File: src/rtl/alu_wb_stage.sv
// alu_wb_stage
//
// Execute-to-writeback stage sitting directly behind the 16-bit ALU.
// It captures each ALU result together with its destination metadata,
// holds up to two results in a head/skid buffer feeding the register-file
// write port, keeps the architectural status register {V,N,Z}, evaluates
// branch conditions from that status, and counts retired results.
//
// Ports
//   clk, reset        rising-edge clock, synchronous active-high reset
//   in_valid/in_ready upstream handshake (in_ready is a flop output)
//   in_out            ALU result
//   in_Z              ALU flags {V,N,Z}
//   in_aluop          ALU op that made the result: 00 add, 01 sub, 10 and, 11 not
//   in_rd, in_we      destination index and register-file write enable
//   in_setflags       result updates the status register
//   out_valid/out_ready downstream handshake toward the register file
//   out_data, out_rd, out_we  head entry contents
//   status            architectural flags {V,N,Z}
//   cond_sel          condition query, cond_true is its combinational answer
//   retired           number of entries handed downstream (wraps at 16 bits)
//
// Handshake: a transfer happens on a rising edge where valid and ready are
// both high. A producer holding valid keeps its payload stable until that
// edge; ready never depends combinationally on the other side's valid.
// Here in_ready is registered (it is !skid_valid after each update) and
// out_* are driven from the head register only, so they hold while stalled.

module alu_wb_stage #(
  parameter int DW = 16,
  parameter int RW = 3
) (
  input  logic          clk,
  input  logic          reset,
  input  logic          in_valid,
  output logic          in_ready,
  input  logic [DW-1:0] in_out,
  input  logic [2:0]    in_Z,
  input  logic [1:0]    in_aluop,
  input  logic [RW-1:0] in_rd,
  input  logic          in_we,
  input  logic          in_setflags,
  output logic          out_valid,
  input  logic          out_ready,
  output logic [DW-1:0] out_data,
  output logic [RW-1:0] out_rd,
  output logic          out_we,
  output logic [2:0]    status,
  input  logic [2:0]    cond_sel,
  output logic          cond_true,
  output logic [15:0]   retired
);

  // Condition codes for cond_sel
  localparam logic [2:0] COND_AL = 3'b000;
  localparam logic [2:0] COND_EQ = 3'b001;
  localparam logic [2:0] COND_NE = 3'b010;
  localparam logic [2:0] COND_LT = 3'b011;
  localparam logic [2:0] COND_GE = 3'b100;
  localparam logic [2:0] COND_MI = 3'b101;
  localparam logic [2:0] COND_PL = 3'b110;
  localparam logic [2:0] COND_NV = 3'b111;

  // Head (H) register: the entry currently presented downstream
  logic          h_valid;
  logic [DW-1:0] h_data;
  logic [RW-1:0] h_rd;
  logic          h_we;

  // Skid (S) register: catches an accept while H is stalled
  logic          s_valid;
  logic [DW-1:0] s_data;
  logic [RW-1:0] s_rd;
  logic          s_we;

  logic          in_ready_q;
  logic [2:0]    status_q;
  logic [15:0]   retired_q;

  logic          accept;
  logic          handoff;
  logic [2:0]    flags_clean;

  // Next-state controls for the buffer
  logic          h_valid_n;
  logic          s_valid_n;
  logic          h_load_in;
  logic          h_load_s;
  logic          s_load;

  assign accept  = in_valid & in_ready_q;
  assign handoff = h_valid & out_ready;

  // The ALU leaves V undefined for logical ops (and/not), so it is cleared
  // before it can reach the status register. N and Z pass through.
  always_comb begin
    flags_clean = in_Z;
    if (in_aluop[1]) begin
      flags_clean[2] = 1'b0;
    end
  end

  // Buffer occupancy update. S is only ever valid while H is valid, and
  // while S is valid in_ready is low so no accept can arrive.
  always_comb begin
    h_valid_n = h_valid;
    s_valid_n = s_valid;
    h_load_in = 1'b0;
    h_load_s  = 1'b0;
    s_load    = 1'b0;
    case ({h_valid, s_valid})
      2'b10: begin
        if (handoff && accept) begin
          h_load_in = 1'b1;
        end else if (handoff) begin
          h_valid_n = 1'b0;
        end else if (accept) begin
          s_load    = 1'b1;
          s_valid_n = 1'b1;
        end
      end
      2'b11: begin
        if (handoff) begin
          h_load_s  = 1'b1;
          s_valid_n = 1'b0;
        end
      end
      default: begin
        // H empty: an accept goes straight to H
        if (accept) begin
          h_load_in = 1'b1;
          h_valid_n = 1'b1;
        end
      end
    endcase
  end

  always_ff @(posedge clk) begin
    if (reset) begin
      h_valid    <= 1'b0;
      h_data     <= '0;
      h_rd       <= '0;
      h_we       <= 1'b0;
      s_valid    <= 1'b0;
      s_data     <= '0;
      s_rd       <= '0;
      s_we       <= 1'b0;
      in_ready_q <= 1'b1;
      status_q   <= 3'b000;
      retired_q  <= 16'd0;
    end else begin
      h_valid    <= h_valid_n;
      s_valid    <= s_valid_n;
      in_ready_q <= ~s_valid_n;

      if (h_load_in) begin
        h_data <= in_out;
        h_rd   <= in_rd;
        h_we   <= in_we;
      end else if (h_load_s) begin
        h_data <= s_data;
        h_rd   <= s_rd;
        h_we   <= s_we;
      end

      if (s_load) begin
        s_data <= in_out;
        s_rd   <= in_rd;
        s_we   <= in_we;
      end

      // Status follows issue order: it updates at accept, not at handoff,
      // so downstream stalls never delay a flag change.
      if (accept && in_setflags) begin
        status_q <= flags_clean;
      end

      if (handoff) begin
        retired_q <= retired_q + 16'd1;
      end
    end
  end

  // Branch condition decode from the architectural status
  always_comb begin
    cond_true = 1'b0;
    case (cond_sel)
      COND_AL: cond_true = 1'b1;
      COND_EQ: cond_true = status_q[0];
      COND_NE: cond_true = ~status_q[0];
      COND_LT: cond_true = status_q[1] ^ status_q[2];
      COND_GE: cond_true = ~(status_q[1] ^ status_q[2]);
      COND_MI: cond_true = status_q[1];
      COND_PL: cond_true = ~status_q[1];
      COND_NV: cond_true = 1'b0;
      default: cond_true = 1'b0;
    endcase
  end

  assign in_ready  = in_ready_q;
  assign out_valid = h_valid;
  assign out_data  = h_data;
  assign out_rd    = h_rd;
  assign out_we    = h_we;
  assign status    = status_q;
  assign retired   = retired_q;

endmodule
File: config.mk
export PLATFORM = sky130hd
export DESIGN_NAME = alu_wb_stage
export DESIGN_NICKNAME = d
export VERILOG_FILES = /design/src/rtl/alu_wb_stage.sv
export SDC_FILE = /design/constraint.sdc
export NUM_CORES = 1
export LEC_CHECK = 0
export ABC_AREA = 1
export CORE_MARGIN = 2
export CORE_UTILIZATION = 48
export DETAILED_ROUTE_END_ITERATION = 7
export PLACE_DENSITY = 0.89
export SYNTH_ARGS = -nofsm -noshare
export SYNTH_HDL_FRONTEND = slang
export SYNTH_SLANG_ARGS = --single-unit
File: constraint.sdc
create_clock -name clk -period 1.45 [get_ports clk]
set_clock_uncertainty 0.05 [all_clocks]
set_input_delay 0.145 -clock clk [delete_from_list [all_inputs] [get_ports clk]]
set_output_delay 0.145 -clock clk [all_outputs]
set_load 0.005 [all_outputs]
== Word level (Yosys, flattened, before mapping) ==
Cells that the tools add are included.

* Register bits: 62
* Output and inout port bits: 42

* Add/sub/neg operators: 1
* Eq/ne operators: 11
* Multiplexer cells: 25
* Bitwise operators: 8
* Reductions and logical operators: 6

{| class="wikitable"
|+ Operator list
! operator !! number
|-
| $mux W16 || 2
|-
| $mux W1 || 17
|-
| $add A16 B1 Y16 const B || 1
|-
| $eq A3 B3 Y1 const B || 4
|-
| $pmux W1 S8 || 1
|-
| $eq A3 B2 Y1 const B || 2
|-
| $mux W3 || 2
|-
| $pmux W1 S2 || 3
|-
| $not A1 Y1 || 5
|-
| $eq A2 B2 Y1 const B || 2
|-
| $ne A2 B2 Y1 const B || 2
|-
| $reduce_and A4 Y1 || 1
|-
| $reduce_bool A2 Y1 || 2
|-
| $eq A3 B1 Y1 const B || 1
|-
| $logic_not A3 Y1 || 1
|-
| $and A1 B1 Y1 || 2
|-
| $logic_and A1 B1 Y1 || 2
|-
| $xor A1 B1 Y1 || 1
|}

== Logic depth before layout (Yosys ltp) ==
Gate-level depths: netlist of run 1.

* Depth after elaboration: 6
* Depth in mapped cells: 8

== Least setup slack after synthesis of run 1 ==
No wires, ideal clock.

* Kind: reg2reg
* Start: register retired_q[0], in the netlist retired[0]
* End: register retired_q[12], in the netlist retired[12]
* Setup time: 0.070 ns
* Arrival time: 1.149 ns
* Required time: 1.330 ns
* Slack: 0.182 ns
* Stages on the path, launching flop included: 8
* Path buffers: 0
* Cells stage by stage: dfxtp_1 > ha_1 > nand3_2 > nor2_4 > nand2_2 > nor2_2 > nand2_1 > a21oi_1

* Longest elaborated chain between the ends: 1

{| class="wikitable"
|+ RTL lines
! element !! line !! text
|-
| from (decl) || 78 || <nowiki>logic [15:0] retired_q;</nowiki>
|-
| from (signal assigned) || 179 || <nowiki>retired_q <= retired_q + 16'd1;</nowiki>
|-
| $add A16 B1 Y16 || 179 ||
|}

No other way between the ends.
A chain may end at the register's enable or synchronous reset.

== Worst setup path in the final report of run 1 ==
* Start: register status_q[2], in the netlist status[2]
* End: output port cond_true

* Longest elaborated chain between the ends: 3

{| class="wikitable"
|+ RTL lines
! element !! line !! text
|-
| from (decl) || 77 || <nowiki>logic [2:0] status_q;</nowiki>
|-
| from (signal assigned) || 175 || <nowiki>status_q <= flags_clean;</nowiki>
|-
| $xor A1 B1 Y1 * || 191, 192 ||
|-
| $not A1 Y1 || 192 || <nowiki>COND_GE: cond_true = ~(status_q[1] ^ status_q[2]);</nowiki>
|-
| $pmux W1 S8 * || 187 || <nowiki>case (cond_sel)</nowiki>
|-
| to (decl) || 50 || <nowiki>output logic cond_true,</nowiki>
|}

Every way passes the cells marked *; elsewhere a longest branch is shown, timed or not.

==> results of run 1 <==
## what timing repair did
action / 4_1_cts / 5_1_grt
buffers inserted: 0 / 3
resized for setup: 23 / 26
setup endpoints to repair: 17 / 24
hold endpoints to repair: 0 / 0
pin swaps: 2 / 2
hold buffers: 0 / 0
## path summary, 6_finish.rpt
kind	from	endpoint	slack [ns]	cells past startpoint
max reg2reg	retired[0]$_SDFFE_PP0P_	retired[8]$_SDFFE_PP0P_	0.02	7
min	out_ready	retired[2]$_SDFFE_PP0P_	0.20	3
max	status[2]$_SDFFE_PP0P_	cond_true	-0.03	7
min reg2reg	retired[5]$_SDFFE_PP0P_	retired[5]$_SDFFE_PP0P_	0.43	2
## where the power goes
part	internal (mW)	switching (mW)
sequential	1.80	0.0625
clock	0.886	0.677
combinational	0.347	0.307
## registers in the layout, indices dropped and copies added, names as in the netlist, 3 cells and up, named ones only
| name | flops |
|---|---|
| out_data | 16 |
| out_rd | 3 |
| s_data | 16 |
| s_rd | 3 |
| retired | 16 |
| status | 3 |
## cell families after synthesis
kind of cell,synth area share
AOI/OAI and AO/OA,0.190
xor gates and xnor gates,0.00319
adders and majority gates,0.00455
buffers and inverters,0.0814
DFF,0.451
and+or+nand+nor,0.270
## stage by stage
stage          hold slack (ns)  TNS, ns  utilization
2_1_floorplan            0.164        0            -
3_3_place_gp             0.410    -6.85        0.670
3_5_place_dp             0.422    -9.60        0.670
4_1_cts                  0.350  -0.0506        0.709
5_1_grt                  0.198   -0.108        0.727
6_report                 0.198  -0.0314        0.727
## worst max-delay path, stage by stage, from the launching register on
cell and delay (ns):
dfxtp_4 0.37, o21bai_4 0.12, o21ai_1 0.09, o21ai_1 0.09, nand2_1 0.07, nand2_1 0.06, inv_1 0.04, buf_2 0.11
## cell usage in the layout (no fill, tap or decap), types with 9 or more instances in the layout
| cell type | synthesis | final |
|---|---|---|
| a21oi_1 | 26 | 25 |
| clkdlybuf4s50_1 | 0 | 65 |
| buf_4 | 3 | 21 |
| o21ai_0 | 63 | 59 |
| clkbuf_8 | 0 | 11 |
| nand2_1 | 65 | 65 |
| inv_1 | 28 | 28 |
| dfxtp_1 | 62 | 45 |
| dfxtp_2 | 0 | 9 |
| nor2_1 | 90 | 88 |
## cell type report
cell class	count	area, um2	area share
Clock inverter	3	42.5	0.0106
Timing Repair Buffer	99	993	0.248
Multi-Input combinational cell	281	1330	0.332
Inverter	29	109	0.0272
Sequential cell	62	1280	0.320
Tap cell	72	90.1	0.0225
Clock buffer	13	159	0.0397
## layer usage
metal	global-route usage	vias to the layer above	wire length (um)
met1	0.276	1329	3020
li1	-	1449	-
met3	0.0667	20	527
met5	0	-	0
met4	0.110	0	206
met2	0.428	125	3840
==> impl_metrics.csv, run 1 <==
group,metric,value,unit
route,dr.first_iter.drc_count,170,
timing,maxSlewViolCount,0,
layout,fin_nets,516,
synth,synth_most_common_cell,"nor2_1",
grt,grt_usage,0.245,
power_and_ir_drop,power.density,1020,nW/um2
clock_tree,numCtsBuffers,9,
placement,place_area,3690,um2
layout,diodes,0,
layout,fin_area,4000,um2
timing,rsz0062_at_grt,"true",
grt,grt_first_pass_wirelength,12.1,mm
synth,yosysTopAreaCell,"dfxtp_1",
synth,synthTopCellsByArea,"dfxtp_1, nor2_1, o21ai_0",
synth,yosys.area.top_type_share,0.451,
timing,setup_viol,1,
layout,fillers,437,
synth,synth_edf_count,0,
synth,synth_cell_types,29,
route,ant_nets,0,
floorplan,die_y,79.7,um
critical_path,endpoint_kind,"primary output",
synth,synth_area,2750,um2
floorplan,die_w,79.7,um
synth,avgSynthCellArea,7.02,um2
timing,fin_ws,-0.0314,ns
placement,place_inst,540,
placement,gp_congestion,0.866,
critical_path,required,1.25,ns
layout,drive_gt1_frac,0.158,
grt,grt_antenna_before_repair,0,
power_and_ir_drop,fin_total_pwr,4.07,mW
synth,async_flop_share,0,
grt,grt_max_degree,41,
route,wl,7.59,mm
route,avgViaCountPerCell,5.23,
layout,syn2layout_area_growth,45.6,%
route,dr.pass1.iters,5,
clock_tree,clkTransAtPathRegs,0.07,ns
route,vias,2923,
critical_path,critPathKind,"flop to primary output",
route,wl_per_cell,13.6,um
clock_tree,htreeDepth,3,
placement,hpwlAfterDp,5.10,mm
grt,grt_pass1_vias,2738,
placement,port-buffer-count,73,
floorplan,io_pins,75,
timing,min_period,1.48,ns
synth,synth_nets,426,
floorplan,rows,27,
run,drv_cap,0,
grt,grt_overflow,0,
timing,slew_headroom,0.800,
synth,synthTopCellsByCount,"nor2_1, nand2_1, o21ai_0, dfxtp_1, inv_1",
clock_tree,cts_tree,"yes",
clock_tree,cts_max_path_buffers,2,
clock_tree,clk-insertion-delay-late,0.35,ns
timing,hold_violations,0,
synth,ys_ff_latch,62,
synth,yosysSeqAreaShare,0.451,
critical_path,cp-start-kind,"flop",
critical_path,critPathArrivalTime,1.29,ns
floorplan,core_area,5510,um2
clock_tree,cts.root.buffer_cell,"clkbuf_8",
layout,final_cells,559,
outcome,violations,"setup timing",
power_and_ir_drop,vdd_drop_max,0.660,mV
synth,synth_top_flop_cell,"dfxtp_1",
placement,pre_cts_ws,-0.369,ns
outcome,outcome,"complete, but fails checks",
timing,fin_crit_sh,1.02,
timing,max_freq,675,MHz
synth,syn_inst,392,
power_and_ir_drop,leakagePower,1.68,nW
floorplan,die_area,6350,um2
timing,worst_pin_slew,0.299,ns
route,drc,0,
worst_hold_path,hp-class,"input pin to flop",
floorplan,start_util,0.499,
synth,yosys_warnings,0,
clock_tree,clkSinkCount,62,
critical_path,path_max_fanout,4,
(Power assumes the default switching activity.)
==> run 2: changes to the inputs <==
--- a/config.mk
+++ b/config.mk
@@ -10,6 +10,7 @@
 export CORE_UTILIZATION = 48
 export DETAILED_ROUTE_END_ITERATION = 7
 export PLACE_DENSITY = 0.89
+export SKIP_LAST_GASP = 1
 export SYNTH_ARGS = -nofsm -noshare
 export SYNTH_HDL_FRONTEND = slang
 export SYNTH_SLANG_ARGS = --single-unit
==> impl_metrics.csv, run 2 (synthesis results as in run 1) <==
group,metric,value,unit
outcome,outcome,"complete, but fails checks",
outcome,violations,"setup timing",
critical_path,crit_cells,7,
floorplan,start_util,0.499,
route,dr.pass1.iters,5,
clock_tree,clk-insertion-delay-late,0.34,ns
critical_path,required,1.25,ns
timing,fin_ws,-0.0294,ns
floorplan,die_area,6350,um2
grt,grt_overflow,0,
route,vias,2930,
layout,layout_commonest_cell,"nor2_1",
power_and_ir_drop,power_frac_comb,0.160,
timing,hold_violations,0,
floorplan,io_pins,75,
timing,max_freq,676,MHz
layout,fillers,436,
timing,maxSlewViolCount,0,
run,drv_cap,0,
grt,grt_first_pass_wirelength,12.1,mm
power_and_ir_drop,seq_power_share,0.457,
placement,hpwlAfterDp,5.10,mm
layout,fin_nets,516,
clock_tree,cts.root.buffer_cell,"clkbuf_8",
clock_tree,cts_tree,"yes",
clock_tree,clkSinkCount,62,
layout,syn2layout_area_growth,45.5,%
critical_path,worst-path-buf-inv,2,
critical_path,crit_path_cell_trace,"o21bai_4 -> o21ai_1 -> o21ai_1 -> nand2_1 -> nand2_1 -> inv_1 -> buf_2",
floorplan,die_y,79.7,um
placement,port-buffer-count,73,
layout,mostFrequentLayoutCells,"nor2_1, nand2_1, clkdlybuf4s50_1",
power_and_ir_drop,fin_total_pwr,4.07,mW
route,dr.first_iter.drc_count,186,
power_and_ir_drop,swShare,0.256,
route,ant_nets,0,
timing,holdWs,0.200,ns
grt,grt_usage,0.245,
critical_path,cp-start-kind,"flop",
power_and_ir_drop,clockPowerShare,0.383,
power_and_ir_drop,leakagePower,1.68,nW
grt,grt_pass1_vias,2738,
critical_path,critPathKind,"flop to primary output",
timing,fin_crit_sh,1.02,
placement,place_area,3690,um2
timing,worst_pin_slew,0.298,ns
critical_path,path_max_fanout,4,
route,wl_per_cell,13.5,um
critical_path,endpoint_kind,"primary output",
layout,drive_gt1_frac,0.156,
critical_path,critPathArrivalTime,1.28,ns
route,wl,7.57,mm
grt,grt_max_degree,41,
critical_path,critical-path-max-stage-delay,0.37,ns
worst_hold_path,hp-class,"input pin to flop",
power_and_ir_drop,power.density,1020,nW/um2
power_and_ir_drop,internal-power,3.03,mW
clock_tree,numCtsBuffers,9,
timing,slew_headroom,0.800,
route,avgViaCountPerCell,5.24,
floorplan,rows,27,
timing,min_period,1.48,ns
floorplan,core_area,5510,um2
layout,diodes,0,
clock_tree,cts_max_path_buffers,2,
clock_tree,clkTransAtPathRegs,0.07,ns
critical_path,cpLargestDelayFamily,"flip-flops",
placement,pre_cts_ws,-0.369,ns
timing,finalSetupTns,-0.0294,ns
power_and_ir_drop,vdd_drop_max,0.661,mV
layout,fin_area,4000,um2
power_and_ir_drop,switchingPower,1.04,mW
critical_path,crit_slowest_cell,"dfxtp_4",
worst_hold_path,hold_path_depth,3,
route,drc,0,
placement,gp_congestion,0.866,
clock_tree,htreeDepth,3,
critical_path,ff2ff_path_depth,7,
floorplan,die_w,79.7,um
timing,rsz0062_at_grt,"true",
grt,grt_antenna_before_repair,0,
timing,setup_viol,1,
run 2: cell counts in the layout (fill, tap and decap cells not counted):
No cell type changed its count.
run 2: cell type report:
class | count | area, um2 | share of cell area
Multi-Input combinational cell | 281 | 1320 | 0.331
Sequential cell | 62 | 1280 | 0.321
Timing Repair Buffer | 99 | 993 | 0.248
Clock buffer | 13 | 159 | 0.0397
Inverter | 29 | 109 | 0.0272
Tap cell | 72 | 90.1 | 0.0225
Clock inverter | 3 | 42.5 | 0.0106
run 2: per-layer routing:
metal  vias up  GRT usage  part of all wire
li1       1453          -                 -
met1      1339      0.276              0.40
met2       120      0.428              0.51
met3        18     0.0667             0.063
met4         0      0.110             0.024
met5         -          0                 0
run 2: what timing repair did:
action | in CTS | in global routing
resized for setup | 23 | 23
setup buffers | 0 | 3
hold buffers | 0 | 0
pin swaps | 2 | 2
endpoints found under the setup margin | 17 | 24
run 2: worst min-delay path, delay by kind of cell:
family | cells | cell delay (ns)
buffers and inverters | 1 | 0.21
and+or+nand+nor | 1 | 0.14
AOI/OAI and AO/OA | 1 | 0.07
run 2: path summary, 6_finish.rpt:
kind                            slack (ns)                       end                    start
worst max-delay path                 -0.03                 cond_true   status[2]$_SDFFE_PP0P_
worst max register to register        0.03  retired[12]$_SDFFE_PP0P_  retired[0]$_SDFFE_PP0P_
worst min-delay path                  0.20   retired[2]$_SDFFE_PP0P_                out_ready
worst min register to register        0.43   retired[5]$_SDFFE_PP0P_  retired[5]$_SDFFE_PP0P_
run 2: power by group through the flow:
stage / combinational (mW) / sequential, mW / clock [mW]
global placement: 0.616 / 1.90 / 0
CTS: 0.643 / 1.87 / 1.58
floorplan: 0.298 / 1.90 / 0
finish: 0.652 / 1.86 / 1.56
global route: 0.723 / 1.87 / 1.65
detailed placement: 0.639 / 1.90 / 0
run 2: stage by stage:
| step | util | cells |
|---|---|---|
| 5_1_grt | 0.726 | 559 |
| 3_3_place_gp | 0.670 | 540 |
| 3_5_place_dp | 0.670 | 540 |
| 2_1_floorplan | - | 392 |
| 6_report | 0.726 | 559 |
| 4_1_cts | 0.709 | 556 |
==> run 3: changes to the inputs <==
--- a/config.mk
+++ b/config.mk
@@ -9,7 +9,7 @@
 export CORE_MARGIN = 2
 export CORE_UTILIZATION = 48
 export DETAILED_ROUTE_END_ITERATION = 7
-export PLACE_DENSITY = 0.89
+export PLACE_DENSITY = 0.78
 export SKIP_LAST_GASP = 1
 export SYNTH_ARGS = -nofsm -noshare
 export SYNTH_HDL_FRONTEND = slang
==> impl_metrics.csv, run 3 (synthesis results as in run 1) <==
group,metric,value,unit
outcome,outcome,"complete, but fails checks",
placement,gp_congestion,0.810,
power_and_ir_drop,leakagePower,1.61,nW
timing,rsz0062_at_grt,"true",
run,drv_cap,0,
floorplan,start_util,0.499,
clock_tree,cts_tree,"yes",
clock_tree,cts_max_path_buffers,2,
placement,place_area,3660,um2
critical_path,path_max_fanout,4,
route,wl,7.12,mm
placement,place_inst,539,
timing,fin_ws,-0.0254,ns
route,vias,2867,
layout,layout_commonest_cell,"nor2_1",
layout,final_cells,557,
grt,grt_pass1_vias,2783,
timing,fin_crit_sh,1.02,
layout,drive_gt1_frac,0.157,
floorplan,die_area,6350,um2
critical_path,crit_start,"status[2]$_SDFFE_PP0P_",
timing,maxSlewViolCount,0,
floorplan,core_area,5510,um2
timing,max_freq,678,MHz
layout,postLayoutCoreUtil,0.720,
critical_path,endpoint_kind,"primary output",
layout,syn2layout_area_growth,44.1,%
power_and_ir_drop,power.density,1050,nW/um2
layout,mostFrequentLayoutCells,"nor2_1, clkdlybuf4s50_1, nand2_1",
route,avgViaCountPerCell,5.15,
route,ant_nets,0,
critical_path,required,1.25,ns
timing,hold_violations,0,
clock_tree,clkSinkCount,62,
floorplan,die_w,79.7,um
placement,port-buffer-count,73,
power_and_ir_drop,vdd_drop_max,0.948,mV
layout,fin_area,3960,um2
grt,grt_antenna_before_repair,0,
grt,grt_max_degree,35,
clock_tree,clkTransAtPathRegs,0.07,ns
layout,fin_nets,514,
clock_tree,htreeDepth,3,
route,dr.first_iter.drc_count,185,
grt,grt_usage,0.239,
outcome,violations,"setup timing",
floorplan,die_y,79.7,um
critical_path,critPathKind,"flop to primary output",
timing,worst_pin_slew,0.366,ns
critical_path,cp-start-kind,"flop",
clock_tree,numCtsBuffers,9,
route,wl_per_cell,12.8,um
critical_path,r2r_start,"retired[1]$_SDFFE_PP0P_",
placement,hpwlAfterDp,4.71,mm
critical_path,cp-endpoint,"cond_true",
critical_path,critPathArrivalTime,1.28,ns
grt,grt_first_pass_wirelength,12.0,mm
critical_path,ff2ff_path_depth,7,
clock_tree,hold_buffers,0,
clock_tree,clk-insertion-delay-late,0.33,ns
clock_tree,cts.root.buffer_cell,"clkbuf_8",
timing,slew_headroom,0.755,
route,drc,0,
layout,diodes,0,
grt,grt_overflow,0,
floorplan,io_pins,75,
worst_hold_path,hp-class,"input pin to flop",
route,dr.pass1.iters,4,
critical_path,reg2reg_to,"retired[12]$_SDFFE_PP0P_",
timing,setup_viol,1,
critical_path,regToRegSetupSlack,0.07,ns
floorplan,rows,27,
timing,min_period,1.48,ns
run 3: layer usage:
layer,wire (um),vias up,global-route usage,part of all wire
li1,-,1446,-,-
met1,3070,1333,0.282,0.43
met2,3570,78,0.423,0.50
met3,386,10,0.0667,0.054
met4,90,0,0.0672,0.013
met5,0,-,0,0
run 3: worst min-delay path by stage:
stage,start,endpoint,cells after the start
final,in_Z[2],status[2]$_SDFFE_PP0P_,3
after floorplan,reset,out_valid$_SDFFE_PP0P_,1
after global routing,in_Z[2],status[2]$_SDFFE_PP0P_,3
after CTS,in_Z[2],status[2]$_SDFFE_PP0P_,3
after detailed placement,s_data[9]$_SDFFE_PP0P_,out_data[9]$_SDFFE_PP0P_,2
after global placement,s_data[13]$_SDFFE_PP0P_,out_data[13]$_SDFFE_PP0P_,2
run 3: area by class of cell:
type	count	area [um2]
Clock inverter	5	82.6
Timing Repair Buffer	97	952
Tap cell	72	90.1
Multi-Input combinational cell	281	1310
Fill cell	445	1540
Inverter	29	111
Sequential cell	62	1280
Clock buffer	11	141
run 3: repair_timing:
item,CTS,global route
gates resized for setup,23,22
pin swaps,2,3
endpoints found under the setup margin,12,35
setup buffers,1,1
run 3: worst max-delay path, cell delays in order (launching register included):
cell,delay [ns]
dfxtp_4,0.38
o21bai_4,0.07
buf_6,0.12
o21ai_2,0.09
nand2_1,0.06
nand2_1,0.07
inv_1,0.04
buf_2,0.11
run 3: metrics by stage:
stage / setup slack, ns / setup TNS, ns / total power, mW / hold slack (ns)
5_1_grt: -0.0938 / -0.109 / 4.39 / 0.407
2_1_floorplan: 0.182 / 0 / 2.20 / 0.164
4_1_cts: -0.0236 / -0.0236 / 4.22 / 0.370
3_5_place_dp: -0.365 / -7.16 / 2.52 / 0.421
3_3_place_gp: -0.271 / -6.69 / 2.51 / 0.408
6_report: -0.0254 / -0.0254 / 4.18 / 0.384
run 3: power breakdown:
| part | total, mW | switching [mW] | internal [mW] |
|---|---|---|---|
| logic | 0.630 | 0.290 | 0.340 |
| clock network | 1.69 | 0.672 | 1.02 |
| registers | 1.86 | 0.0625 | 1.80 |
